<file path="src/rtl/alu_arbiter.sv">
// Two-requester front end for a single shared ALU.
// Each accepted operation takes one EXEC cycle, then its result waits in
// RESP until the owning requester takes it. Ties alternate between ports.

// Combinational ALU: AND, OR, ADD, SUB, SLT.
// ADD/SUB report signed overflow and the adder carry out. For SUB the carry is
// that of A + ~B + 1, so CarryOut=1 means "no borrow" (A >= B unsigned).
// SLT reports the flags of the subtraction it is built on.
// Illegal op codes give Result=0 with both flags low.
module alu #(
    parameter int DATA_WIDTH = 32
) (
    input  logic [DATA_WIDTH-1:0] A,
    input  logic [DATA_WIDTH-1:0] B,
    input  logic [2:0]            ALUop,
    output logic                  Overflow,
    output logic                  CarryOut,
    output logic                  Zero,
    output logic [DATA_WIDTH-1:0] Result
);

    localparam int MSB = DATA_WIDTH - 1;

    logic [DATA_WIDTH:0] add_sum;
    logic [DATA_WIDTH:0] sub_diff;
    logic                add_ovf;
    logic                sub_ovf;

    assign add_sum  = {1'b0, A} + {1'b0, B};
    assign sub_diff = {1'b0, A} + {1'b0, ~B} + (DATA_WIDTH + 1)'(1);

    // Signed overflow: operands agree (ADD) or differ (SUB) in sign, result sign flips.
    assign add_ovf = (A[MSB] == B[MSB]) && (add_sum[MSB] != A[MSB]);
    assign sub_ovf = (A[MSB] != B[MSB]) && (sub_diff[MSB] != A[MSB]);

    // Operation select.
    always_comb begin
        // NOTE: every output gets a default before the case so that no path
        // leaves it unassigned; a missing default here infers a latch.
        Result   = '0;
        Overflow = 1'b0;
        CarryOut = 1'b0;
        case (ALUop)
            3'b000: Result = A & B;
            3'b001: Result = A | B;
            3'b010: begin
                Result   = add_sum[MSB:0];
                Overflow = add_ovf;
                CarryOut = add_sum[DATA_WIDTH];
            end
            3'b110: begin
                Result   = sub_diff[MSB:0];
                Overflow = sub_ovf;
                CarryOut = sub_diff[DATA_WIDTH];
            end
            3'b111: begin
                // Sign of the true difference, corrected for overflow.
                Result   = {{(DATA_WIDTH - 1){1'b0}}, sub_diff[MSB] ^ sub_ovf};
                Overflow = sub_ovf;
                CarryOut = sub_diff[DATA_WIDTH];
            end
            default: ;
        endcase
    end

    assign Zero = (Result == '0);

endmodule

module alu_arbiter #(
    parameter int DATA_WIDTH = 32
) (
    input  logic                  clk,
    input  logic                  rst,
    input  logic                  req0_valid,
    input  logic                  req1_valid,
    output logic                  req0_ready,
    output logic                  req1_ready,
    input  logic [DATA_WIDTH-1:0] req0_A,
    input  logic [DATA_WIDTH-1:0] req0_B,
    input  logic [DATA_WIDTH-1:0] req1_A,
    input  logic [DATA_WIDTH-1:0] req1_B,
    input  logic [2:0]            req0_op,
    input  logic [2:0]            req1_op,
    output logic                  resp0_valid,
    output logic                  resp1_valid,
    input  logic                  resp0_ready,
    input  logic                  resp1_ready,
    output logic [DATA_WIDTH-1:0] resp_result,
    output logic                  resp_zero,
    output logic                  resp_overflow,
    output logic                  resp_carryout,
    output logic                  resp_err
);

    localparam logic [1:0] IDLE = 2'b00;
    localparam logic [1:0] EXEC = 2'b01;
    localparam logic [1:0] RESP = 2'b10;

    logic [1:0]            state;
    logic                  last_grant;
    logic                  grant_sel;
    logic                  grant_id;
    logic                  accept;
    logic                  resp_take;

    logic [DATA_WIDTH-1:0] op_a;
    logic [DATA_WIDTH-1:0] op_b;
    logic [2:0]            op_code;
    logic                  op_legal;
    logic                  op_logic;

    logic [DATA_WIDTH-1:0] alu_result;
    logic                  alu_zero;
    logic                  alu_overflow;
    logic                  alu_carryout;

    logic [DATA_WIDTH-1:0] res_result;
    logic                  res_zero;
    logic                  res_overflow;
    logic                  res_carryout;
    logic                  res_err;

    // Round-robin pick: a lone valid wins; on a tie the port not granted last wins.
    always_comb begin
        grant_sel = 1'b0;
        if (req0_valid && req1_valid) begin
            grant_sel = ~last_grant;
        end else if (req1_valid) begin
            grant_sel = 1'b1;
        end
    end

    // Ready only while idle and out of reset, so at most one port sees it.
    assign req0_ready = (state == IDLE) && !rst && req0_valid && !grant_sel;
    assign req1_ready = (state == IDLE) && !rst && req1_valid &&  grant_sel;
    assign accept     = req0_ready || req1_ready;

    // Only the owner of the pending result can release it.
    assign resp_take  = grant_id ? resp1_ready : resp0_ready;

    assign resp0_valid   = (state == RESP) && !grant_id;
    assign resp1_valid   = (state == RESP) &&  grant_id;
    assign resp_result   = res_result;
    assign resp_zero     = res_zero;
    assign resp_overflow = res_overflow;
    assign resp_carryout = res_carryout;
    assign resp_err      = res_err;

    // Classify the latched op code: legal set, and the logic ops with no arithmetic flags.
    always_comb begin
        op_legal = 1'b0;
        case (op_code)
            3'b000, 3'b001, 3'b010, 3'b110, 3'b111: op_legal = 1'b1;
            default: ;
        endcase
        op_logic = (op_code[2:1] == 2'b00);
    end

    alu #(
        .DATA_WIDTH (DATA_WIDTH)
    ) u_alu (
        .A        (op_a),
        .B        (op_b),
        .ALUop    (op_code),
        .Overflow (alu_overflow),
        .CarryOut (alu_carryout),
        .Zero     (alu_zero),
        .Result   (alu_result)
    );

    // Control FSM with operand and response registers.
    always_ff @(posedge clk or posedge rst) begin
        if (rst) begin
            state        <= IDLE;
            last_grant   <= 1'b1;
            grant_id     <= 1'b0;
            op_a         <= '0;
            op_b         <= '0;
            op_code      <= '0;
            res_result   <= '0;
            res_zero     <= 1'b0;
            res_overflow <= 1'b0;
            res_carryout <= 1'b0;
            res_err      <= 1'b0;
        end else begin
            // NOTE: non-blocking assignments here so every register samples the
            // pre-edge values; blocking ones would let later lines see new state.
            case (state)
                IDLE: begin
                    if (accept) begin
                        op_a       <= grant_sel ? req1_A  : req0_A;
                        op_b       <= grant_sel ? req1_B  : req0_B;
                        op_code    <= grant_sel ? req1_op : req0_op;
                        grant_id   <= grant_sel;
                        last_grant <= grant_sel;
                        state      <= EXEC;
                    end
                end
                EXEC: begin
                    res_err      <= !op_legal;
                    res_result   <= op_legal ? alu_result : '0;
                    res_zero     <= op_legal ? alu_zero : 1'b1;
                    res_overflow <= op_legal && !op_logic && alu_overflow;
                    res_carryout <= op_legal && !op_logic && alu_carryout;
                    state        <= RESP;
                end
                RESP: begin
                    if (resp_take) begin
                        state <= IDLE;
                    end
                end
                default: state <= IDLE;
            endcase
        end
    end

endmodule

</file>
<file path="config.mk">
export PLATFORM = sky130hd
export DESIGN_NAME = alu_arbiter
export DESIGN_NICKNAME = d
export VERILOG_FILES = /design/src/rtl/alu_arbiter.sv
export SDC_FILE = /design/constraint.sdc
export NUM_CORES = 1
export LEC_CHECK = 0
export ABC_AREA = 1
export BUFFER_PORTS_ARGS = -buffer_cell sky130_fd_sc_hd__buf_2
export CAP_MARGIN = 20
export CELL_PAD_IN_SITES_DETAIL_PLACEMENT = 2
export CELL_PAD_IN_SITES_GLOBAL_PLACEMENT = 2
export CORE_ASPECT_RATIO = 1.2
export CORE_UTILIZATION = 33
export CTS_CLUSTER_DIAMETER = 150
export DETAILED_ROUTE_END_ITERATION = 7
export PLACE_DENSITY_LB_ADDON = 0.1
export SYNTH_ARGS = -nofsm -noshare
export SYNTH_HDL_FRONTEND = slang
export SYNTH_SLANG_ARGS = --single-unit
</file>
<file path="constraint.sdc">
create_clock -name clk -period 8.05 [get_ports clk]
set_input_delay 0 -clock clk [delete_from_list [all_inputs] [get_ports clk]]
set_output_delay 0 -clock clk [all_outputs]
set_load 0.1 [all_outputs]
</file>
# ---- Word-level counts from Yosys, hierarchy flattened
# Cells that the tools add are included.
dict set report op_classes {
  addsub 3
  eq_ne 12
  n_mux 15
  bitwise_logic 5
  n_reduce_logical 27
}
# cell count
set ops {}
lappend ops {{one-hot mux 32 bit (5 select lines)} 1}
lappend ops {{two-way mux 32 bit} 3}
lappend ops {{adder 32 x 32 -> 33 bit} 2}
lappend ops {{adder 33 x 1 -> 33 bit, second input constant} 1}
lappend ops {{AND 32 bit} 1}
lappend ops {{zero test 32 bit} 1}
lappend ops {{NOT 32 bit} 1}
lappend ops {{bitwise OR 32 bit} 1}
lappend ops {{logical AND 1 bit} 13}
lappend ops {{== test 3 bit, second input constant} 2}
lappend ops {{one-hot mux 2 bit (3 select lines)} 1}
lappend ops {{zero test 1 bit} 5}
lappend ops {{two-way mux 1 bit} 5}
lappend ops {{OR reduction 5 bit} 1}
lappend ops {{zero test 2 bit} 2}
lappend ops {{two-way mux 2 bit} 2}
lappend ops {{inequality test 2 bit, second input constant} 2}
lappend ops {{one-hot mux 1 bit (2 select lines)} 2}
lappend ops {{AND reduction 2 bit} 2}
lappend ops {{== test 3 x 1 -> 1 bit, second input constant} 1}
lappend ops {{== test 3 x 2 -> 1 bit, second input constant} 1}
lappend ops {{zero test 3 bit} 1}
lappend ops {{two-way mux 3 bit} 1}
lappend ops {{inequality test 1 bit} 3}
lappend ops {{other kinds (7)} 7}
dict set report totals {
  ff_bits 107
  in_bits 140
  output_inout_bits 40
  word_cells 73
}

# ---- Depth between registers and ports, before layout
dict set report logic_depth {
  ltp_word 9
  depth_mapped 29
  ltp_nobuf 28
}

# ---- Modules after synthesis
# From an unflattened synthesis, not the netlist that was laid out.
dict set report unflattened {
  hier_cells 2023
  hier_area_um2 11812.6
}
# mod instances cells_each area_each_um2 seq_area_each_um2
set by_module_without_submodules {}
lappend by_module_without_submodules {alu 1 1316 6581.3 0.0}
lappend by_module_without_submodules {alu_arbiter 1 707 5231.3 2678.8}

# ---- Least setup slack after synthesis
# No wires, ideal clock.
dict set report synth_path {
  path_kind {register to register}
  start {register op_a[10]}
  end {register res_zero, in the netlist resp_zero}
  setup_time_ns 0.068
  arrival_time_ns 2.865
  required_ns 7.982
  setup_slack_ns 5.118
  path_stages_with_launch 28
  path_buffers 1
  period_less_slack_ns 2.932
  path_cell_list {dfrtp_1 inv_1 ha_1 buf_2 nor2_1 nand2_1 nor2_1 nand2_1 nand3_1 nand2_1 nand3_1 nand4_1 o211ai_1 fa_1 nor2_1 nand2_1 nand3_1 nor2_1 nand3_1 nor2_1 nand2_1 nor2_1 nand3_1 nor3_1 nand2_1 nor2_1 nand3_1 nand2_1}
}
dict set report synth_via {
  elab_chain_cells 8
  word_cells_on_any_way 11
  cone_classes {3 x add/sub; 1 x eq/ne; 2 x mux; 3 x bitwise; 2 x reduce/logical}
}
# element line
set synth_rtl {}
lappend synth_rtl {{from (decl)} 107} ;# logic [DATA_WIDTH-1:0] op_a;
lappend synth_rtl {{from (signal assigned)} 192} ;# op_a <= grant_sel ? req1_A : req0_A;
lappend synth_rtl {{adder 32 x 32 -> 33 bit} 30} ;# assign sub_diff = {1'b0, A} + {1'b0, ~B} + (DATA_WIDTH + 1)'(1);
lappend synth_rtl {{adder 33 x 1 -> 33 bit} 30}
lappend synth_rtl {{inequality test 1 bit} 34} ;# assign sub_ovf = (A[MSB] != B[MSB]) && (sub_diff[MSB] != A[MSB]);
lappend synth_rtl {{logical AND 1 bit} 34}
lappend synth_rtl {{bitwise XOR 1 bit} 58} ;# Result = {{(DATA_WIDTH - 1){1'b0}}, sub_diff[MSB] ^ sub_ovf};
lappend synth_rtl {{one-hot mux 32 bit (5 select lines) *} 43} ;# case (ALUop)
lappend synth_rtl {{zero test 32 bit *} 66} ;# assign Zero = (Result == '0);
lappend synth_rtl {{two-way mux 1 bit *} 203} ;# res_zero <= op_legal ? alu_zero : 1'b1;
lappend synth_rtl {{to (signal assigned)} 203}
lappend synth_rtl {{to (decl)} 119} ;# logic res_zero;
# Every way passes the cells marked *; elsewhere a longest branch is shown, timed or not.
# A chain may end at the register's enable or synchronous reset.

# ---- Final worst setup path
# Same ends and word-level chain as after synthesis.

==> results.ini <==
[critical_path]
crit_buf_inv=1
worstSetupPathType=reg2reg
cp-start-kind=flop
required_ns=8.38
worst-path-max-fanout=8
cpPeakStageDelay_ns=0.49
end_kind=flop
crit_family=simple AND/OR/NAND/NOR gates
cp.arrival_ns=4.70
crit_slowest_cell=dfrtp_1

[synth]
synthesis.nets=2137
postSynthAreaPerCell_um2=5.92
seq_area_frac_synth_pct=23.9
synth-edff-count=0
ys_warn_count=0
synth_area_leaders=dfrtp_1 (24%), nand2_1 (23%), ha_1 (11%)
async_reset_ff_share_pct=100
synth_common_cells=nand2_1 (674), inv_1 (322), nor2_1 (194)
ys.flop_type=dfrtp_1
synth-seq-cells=107
synth_largest_area_cell=dfrtp_1
synth_top_area_share_pct=23.7
synthCells=1892
synth_most_common_cell=nand2_1
synth.distinct_cells=37
syn_area_um2=11200

[sta]
holdWs_ns=0.0256
period_share_pct=54.3
fmax_mhz=229
maxSlewViolCount=0
tightest_slew_ns=0.946
hold_viol=0
rsz0062_at_grt=no
slew-limit-headroom_pct=36.8
period_minus_slack_ns=4.37
skew_ns=0.00981
setup_viol=0
setup_tns_ns=0

[clock_network]
cts_hold_buf=131
cts_tree=yes
clockBufferDepth=2
cts.sinks=107
clk_latency_ns=0.40
cts_buffers=9
post_cts_resized=0
root_buffer=clkbuf_16
clk_pin_slew_ns=0.09
h-tree-depth=3
post_cts_buffers=0

[routing]
num_vias=14500
vias_per_cell=5.57
wl_per_cell_um=25.7
ant_nets=0
drc=0
drtIter0Drc=1066
firstDrtPassIters=6
wl_um=67100

[placed_design]
gp_congestion=0.981
portBuffers=179
dp.cells=2457
dpl.hpwl_um=45200

[final_layout]
drive_above_1_share_pct=10.7
fin_cells=2605
syn_to_final_growth_pct=25.1
final_nets=2394
nFillCells=4213

[floorplan]
io-pin-count=180
start_util_pct=33.7
die_h_um=204
num_rows=73
dieArea_um2=34700
die_x_um=170
core-area_um2=33200

[global_route]
grt_max_degree=83
track_usage_pct=39.4
grt_pass1_vias=16400
grt_overflow=0
antenna_found_initial=2
grt_pass1_wl_um=102000

[run_status]
status=completed

[min_path]
min_path_type=in2reg

[flow_run]
cap_violations=0

state kept, by name, summed over array words and instances, names as in the netlist:
name	cells
resp_overflow	1
resp_result	32
last_grant	1
resp_err	1
resp_carryout	1
state	2
op_b	32
grant_id	1
resp_zero	1
op_code	3
op_a	32
layer usage:
layer / vias up / routed length (um) / global-route usage (%)
li1: 6390 / - / -
met1: 7317 / 28600 / 50.0
met2: 607 / 30800 / 64.6
met3: 190 / 4400 / 7.82
met4: 2 / 3200 / 17.3
met5: - / 10 / 0
cell usage in the layout, fill, tap and decap left out, types with 2 or more instances in the layout:
cell / instances
nand2_1: 672
inv_1: 321
nor2_1: 191
buf_2: 179
nand3_1: 152
dlygate4sd3_1: 131
dfrtp_1: 106
ha_1: 102
a31oi_1: 73
a21oi_1: 48
nand4_1: 31
o21ai_0: 27
o22ai_1: 26
nor3_1: 12
nor2_2: 11
nand3b_1: 10
buf_4: 10
clkbuf_16: 9
o21bai_1: 7
xor2_1: 4
nand2_2: 3
inv_2: 3
nor3_2: 3
fa_1: 3
nand3_2: 2
clkbuf_8: 2
clkinv_2: 2
cell families after synthesis:
family | synth area share (%)
simple gates | 39.9
buf+inv | 14.2
compound gates | 9.66
flops | 23.9
fa+ha+maj | 11.9
xor+xnor | 0.391
worst min-delay path, stage by stage:
cell and delay (ns):
buf_2 0.10, nand2_1 0.06, a31oi_1 0.18
through the flow:
step / cell area (um^2) / util, % / setup WS (ns)
after floorplan: 11200 / - / 5.12
after global placement: 12400 / 37.3 / 4.17
after detailed placement: 12400 / 37.3 / 4.09
after CTS: 14000 / 42.1 / 4.02
after global routing: 14000 / 42.1 / 3.42
final: 14000 / 42.1 / 3.68
layout make-up:
class	count	area [um^2]	area share, %
clock inverters	4	48.8	0.348
clock buffers	12	256	1.83
repair buffers	320	2280	16.3
diodes	1	2.50	0.0179
inverters	326	1230	8.75
flip-flops and latches	107	2680	19.1
multi-input cells	1385	6950	49.6
well taps	450	563	4.02
path summary, 6_finish.rpt:
kind	start	endpoint	slack (ns)	cells after the start
min reg2reg	last_grant	last_grant	0.50	2
min in group asynchronous	rst	grant_id	0.25	3
max reg2reg	op_a[10]	resp_zero	3.68	26
max	op_a[10]	resp_zero	3.68	26
max in group asynchronous	rst	op_a[19]	6.44	4
min	req1_B[5]	op_b[5]	0.03	3
Power is not shown: default switching activity piles up to over one toggle a cycle in this logic, so the estimate is an artifact.
